--- src/rtl/pc_sequencer.sv ---
// Next-PC controller for the MIPS fetch stage: selects sequential/branch/jump/exception PC and runs the imem handshake.
// Optional misaligned-redirect trap compiled in with `define PC_ALIGN_CHECK_EN.
module pc_sequencer #(
  parameter logic [31:0] RESET_PC   = 32'h0000_0000,
  parameter logic [31:0] EXC_VECTOR = 32'h0000_0080,
  parameter int          MAX_WAIT   = 15
) (
  input  logic        i_clk,
  input  logic        i_rst_n,
  input  logic        i_stall,
  input  logic        i_branch_taken,
  input  logic [31:0] i_branch_target,
  input  logic        i_jump,
  input  logic [31:0] i_jump_target,
  input  logic        i_exc,
  input  logic        i_imem_ack,
  output logic [31:0] o_pc,
  output logic        o_imem_req,
  output logic        o_fetch_valid,
  output logic        o_timeout,
  output logic        o_misalign
);

  localparam logic [1:0] S_BOOT  = 2'd0;
  localparam logic [1:0] S_FETCH = 2'd1;
  localparam logic [1:0] S_STALL = 2'd2;
  localparam logic [1:0] S_ERROR = 2'd3;

  localparam logic [7:0] WAIT_LAST = 8'(MAX_WAIT - 1);

  logic [1:0]  state;
  logic [7:0]  wait_cnt;
  logic        redirect;
  logic [31:0] raw_target;
  logic [31:0] redirect_pc;

  function automatic logic [31:0] seq_pc(input logic [31:0] pc);
    return pc + 32'd4;
  endfunction

  assign redirect   = i_exc | i_jump | i_branch_taken;
  assign raw_target = i_jump ? i_jump_target : i_branch_target;

`ifdef PC_ALIGN_CHECK_EN
  logic misaligned;
  logic misalign_q;

  // Exception vector is trusted; only branch/jump targets are checked.
  assign misaligned  = redirect && !i_exc && (raw_target[1:0] != 2'b00);
  assign redirect_pc = (i_exc || misaligned) ? EXC_VECTOR : raw_target;

  always_ff @(posedge i_clk) begin
    if (i_rst_n)
      misalign_q <= 1'b0;
    else
      misalign_q <= misaligned && ((state == S_FETCH) || (state == S_STALL));
  end

  assign o_misalign = misalign_q;
`else
  logic unused_target_bits;

  assign unused_target_bits = ^raw_target[1:0];
  assign redirect_pc        = i_exc ? EXC_VECTOR : {raw_target[31:2], 2'b00};
  assign o_misalign         = 1'b0;
`endif

  always_ff @(posedge i_clk) begin
    if (i_rst_n) begin
      state         <= S_BOOT;
      o_pc          <= RESET_PC;
      o_imem_req    <= 1'b0;
      o_fetch_valid <= 1'b0;
      o_timeout     <= 1'b0;
      wait_cnt      <= 8'd0;
    end else begin
      o_fetch_valid <= 1'b0;
      case (state)
        S_BOOT: begin
          state      <= S_FETCH;
          o_imem_req <= 1'b1;
        end
        S_FETCH: begin
          // A redirect flushes whatever fetch completes in the same cycle.
          if (redirect) begin
            o_pc     <= redirect_pc;
            wait_cnt <= 8'd0;
          end else if (i_imem_ack) begin
            o_pc          <= seq_pc(o_pc);
            o_fetch_valid <= 1'b1;
            wait_cnt      <= 8'd0;
          end else begin
            wait_cnt <= wait_cnt + 8'd1;
          end
          if (i_stall) begin
            state      <= S_STALL;
            o_imem_req <= 1'b0;
            wait_cnt   <= 8'd0;
          end else if (!redirect && !i_imem_ack && (wait_cnt == WAIT_LAST)) begin
            state      <= S_ERROR;
            o_imem_req <= 1'b0;
            o_timeout  <= 1'b1;
            wait_cnt   <= 8'd0;
          end
        end
        S_STALL: begin
          if (redirect)
            o_pc <= redirect_pc;
          if (!i_stall) begin
            state      <= S_FETCH;
            o_imem_req <= 1'b1;
          end
        end
        S_ERROR: begin
          if (i_exc) begin
            o_pc       <= EXC_VECTOR;
            o_timeout  <= 1'b0;
            state      <= i_stall ? S_STALL : S_FETCH;
            o_imem_req <= !i_stall;
          end
        end
        default: begin
          state      <= S_BOOT;
          o_imem_req <= 1'b0;
        end
      endcase
    end
  end

endmodule

--- config.mk ---
export PLATFORM = sky130hd
export DESIGN_NAME = pc_sequencer
export DESIGN_NICKNAME = d
export VERILOG_FILES = /design/src/rtl/pc_sequencer.sv
export SDC_FILE = /design/constraint.sdc
export NUM_CORES = 1
export LEC_CHECK = 0
export CAP_MARGIN = 20
export CORE_MARGIN = 3
export CORE_UTILIZATION = 50
export CTS_CLUSTER_SIZE = 28
export DETAILED_ROUTE_END_ITERATION = 8
export GPL_TIMING_DRIVEN = 1
export PLACE_DENSITY = 0.87
export SKIP_CTS_REPAIR_TIMING = 1
export SLEW_MARGIN = 20
export SYNTH_ARGS = -nofsm -noshare
export SYNTH_HDL_FRONTEND = slang
export SYNTH_SLANG_ARGS = --single-unit
--- constraint.sdc ---
create_clock -name i_clk -period 5.6 [get_ports i_clk]
set_input_delay 1.12 -clock i_clk [delete_from_list [all_inputs] [get_ports i_clk]]
set_output_delay 1.12 -clock i_clk [all_outputs]
set_load 0.02 [all_outputs]
==> results.md <==
* Crit Path Class: in2reg
* Fin util at 71.7%
* Worst r2r dst: o_pc[22]
* Power density cells at 186 nW/µm²
* Register clock-pin slew on the reported worst setup and hold paths at 0.09 ns
* Synth Register Bits at 43
* Status: finished, final reports clean
* Site Rows at 27
* Worst path required time at 5.81 ns
* R2r worst-path depth at 5
* Met3 WL post-DR at 700 µm
* Core area at 5710 µm²
* RSZ-0062 raised after global routing: false
* Detailed Routing Iterations Pass 1 at 6
* Via count at 3431
* Maximum clock path buffer count at 2
* Lkg Pwr at 1.39 nW
* Sw Ratio at 32.2%
* Synth top area share at 28.0%
* Overall routed net length at 9.15 mm
* Fmax at 297 MHz
* Synth cell types at 56
* Clock power share at 25.7%
* H-Tree Depth at 2
* Placed cells at 530
* PnR worst setup slack at 2.23 ns
* Ant. Diodes at 0
* HPWL Detailed at 6.63 mm
* Setup_tns at 0 ns
* Asr flop ratio synth at 0%
* Clk Latency, worst-skew pair at 0.30 ns
* Final setup viols at 0
* Root Buffer: clkbuf_8
* DRT iter0 DRCs at 365
* Worst hold slack at 0.512 ns
* Wire length on met1 at 3.77 mm
* Crit path launch type: input pin
* Syn Area/Cell at 8.03 µm²
* Layout Cells excl Fill at 538
* Top Layer Used: met4
* TritonCTS Buffers at 5
* Initial Util at 53.8%
* Initial antenna violation count at 0
* Overflow left after global routing at 0
* Slew Viols, Final at 0
* Filler cells at 463
* R2r setup slk at 3.20 ns
* Layout cells sized above 1 at 6.87%
* Slew @ Worst Pin at 1.07 ns
* Peak VDD IR at 128 µV
* First-pass GRT wire length at 14.8 mm
* Leading area contributor after synthesis: dfxtp_1
* Synth Instances at 383
* Io pins at 107
* Max-cap violation count at 0
* Internal power at 0.517 mW
* Hold depth at 1
* Part of the power in registers at 46.0%
* Min-delay src: wait_cnt[5]
* CTS tree: done
* DR vias/cell at 6.38
* Critical Path AT at 3.58 ns
* Hold/Removal Path Class: reg2reg
* Synth top area cells: dfxtp_1 28%, mux2i_1 9.1%, nor2_1 4.8%
* Cell Area, Placed at 4010 µm²
* Worst-path fanout max at 36
* Synth-to-Final Area Change at 33.2%
* Endpoint, Worst Hold: wait_cnt[5]
* Yosys warns at 0
* Reg-to-reg critical path startpoint: o_pc[2]
* Die Ht at 84.4 µm
* Global Route Usage Sum at 24.9%
* Design Area, Final at 4090 µm²
* Logic pwr share at 28.4%
* Main flop type after synthesis: dfxtp_1
* Number of flops mapped to enable cells by yosys at 0
* Setup crit end kind: register
* Sw Pwr at 0.246 mW
* Die ar. at 7130 µm²
* Fin crit share at 60.1%
* DR WL met2 at 4.58 mm
* Antenna viol nets, final at 0
* Reg area at 861 µm²
* Endpoints failing hold at 0
* Area of the multi-input gates at 2040 µm²
* Normalized max-slew margin at 28.3%
* Mapped Area at 3070 µm²
* Num Clock Sinks at 43
* Pre-CTS setup slack at 1.88 ns
* Number of global-route vias before repair at 3091
* Largest net degree at the start of global routing at 45
* Pwr Total at 0.763 mW
* Placer Congestion at 0.878
* Max Clock Skew at 0.00818 ns
* Die outline width at 84.4 µm
* DRC at 0
* Final Net Count at 539
* Tmin final at 3.37 ns
* Average wire per standard cell at 17.0 µm
* PortBufs at 99
* Seq/Total Area, Yosys at 28.0%
[how the worst max path moves through the flow]
stage | startpoint | to | slack (ns)
after floorplan | i_exc | o_pc[30] | 3.03
after global placement | i_jump | o_pc[26] | 1.96
after detailed placement | i_jump | o_pc[26] | 1.88
after CTS | i_jump | o_pc[26] | 2.19
after global routing | i_jump | o_pc[26] | 2.07
final | i_jump | o_pc[26] | 2.23
[critical path: stages]
cell and delay, ns:
buf_2 0.78, nor4_4 0.17, or4_1 0.97, nor4_2 0.38, a21oi_1 0.07, o311ai_1 0.07
[cell families (layout without fill, tap and decap cells)]
kind of cell	Yosys count	in the layout	synth area share [%]
xor+xnor	5	5	1.42
mux	31	31	10.2
simple gates	160	160	30.7
fa+ha+maj	3	3	1.22
buf+inv	33	114	5.90
other cells	1	3	0.122
compound gates	107	107	22.4
flops	43	43	28.0
[cells in the mapped netlist (all sizes together), types with 8 or more instances]
cell and n:
mux2i 28, dfxtp 43, nor3 13, nand3 17, nand2 26, buf 22, nor2 41, a31oi 8
o21ai 26, a21oi 28, nor4 17, nand4 15
[layer usage]
metal / vias up / GRT usage (%)
li1: 1624 / -
met1: 1621 / 32.6
met2: 173 / 42.6
met3: 13 / 4.12
met4: 0 / 6.04
met5: - / 0
[power by group through the flow]
stage | Clock (mW) | Sequential (mW) | Combinational [mW]
2_1_floorplan | 0 | 0.367 | 0.110
3_3_place_gp | 0 | 0.355 | 0.211
3_5_place_dp | 0 | 0.357 | 0.215
4_1_cts | 0.198 | 0.349 | 0.216
5_1_grt | 0.216 | 0.354 | 0.233
6_report | 0.196 | 0.351 | 0.216
[flip-flops by register name (all words and copies together) (netlist names)]
signal,cells
wait_cnt,8
o_imem_req,1
o_timeout,1
state,2
o_fetch_valid,1
o_pc,30
[area by class of cell]
class / count / area share (%)
Clock buffer: 7 / 1.86
Inverter: 5 / 0.458
Multi-Input combinational cell: 309 / 49.9
Timing Repair Buffer: 101 / 24.4
Clock inverter: 1 / 0.122
Sequential cell: 43 / 21.0
Tap cell: 72 / 2.20
[cell usage in the layout, fill, tap and decap left out, types with 3 or more instances in the layout]
cell type and instances:
clkdlybuf4s50_1 98, dfxtp_1 43, nor2_1 39, a21oi_1 28
mux2i_1 28, nand2_1 25, o21ai_1 21, nand3_1 17
nand4_1 14, nor3_1 8, a31oi_1 8, nor4_1 8
and4_1 7, a22oi_1 7, nor4_2 6, o32ai_1 6
inv_1 5, nor3_2 5, o22ai_1 5, o21ai_0 5
clkbuf_8 5, o211ai_1 4, and2_1 4, nand2b_1 4
and3_1 4, o311ai_1 4, nor4_4 3, or4_1 3
xnor2_1 3, nand3b_1 3, mux2_2 3, ha_1 3
conb_1 3
No activity file was read; power rests on OpenSTA's default activity.
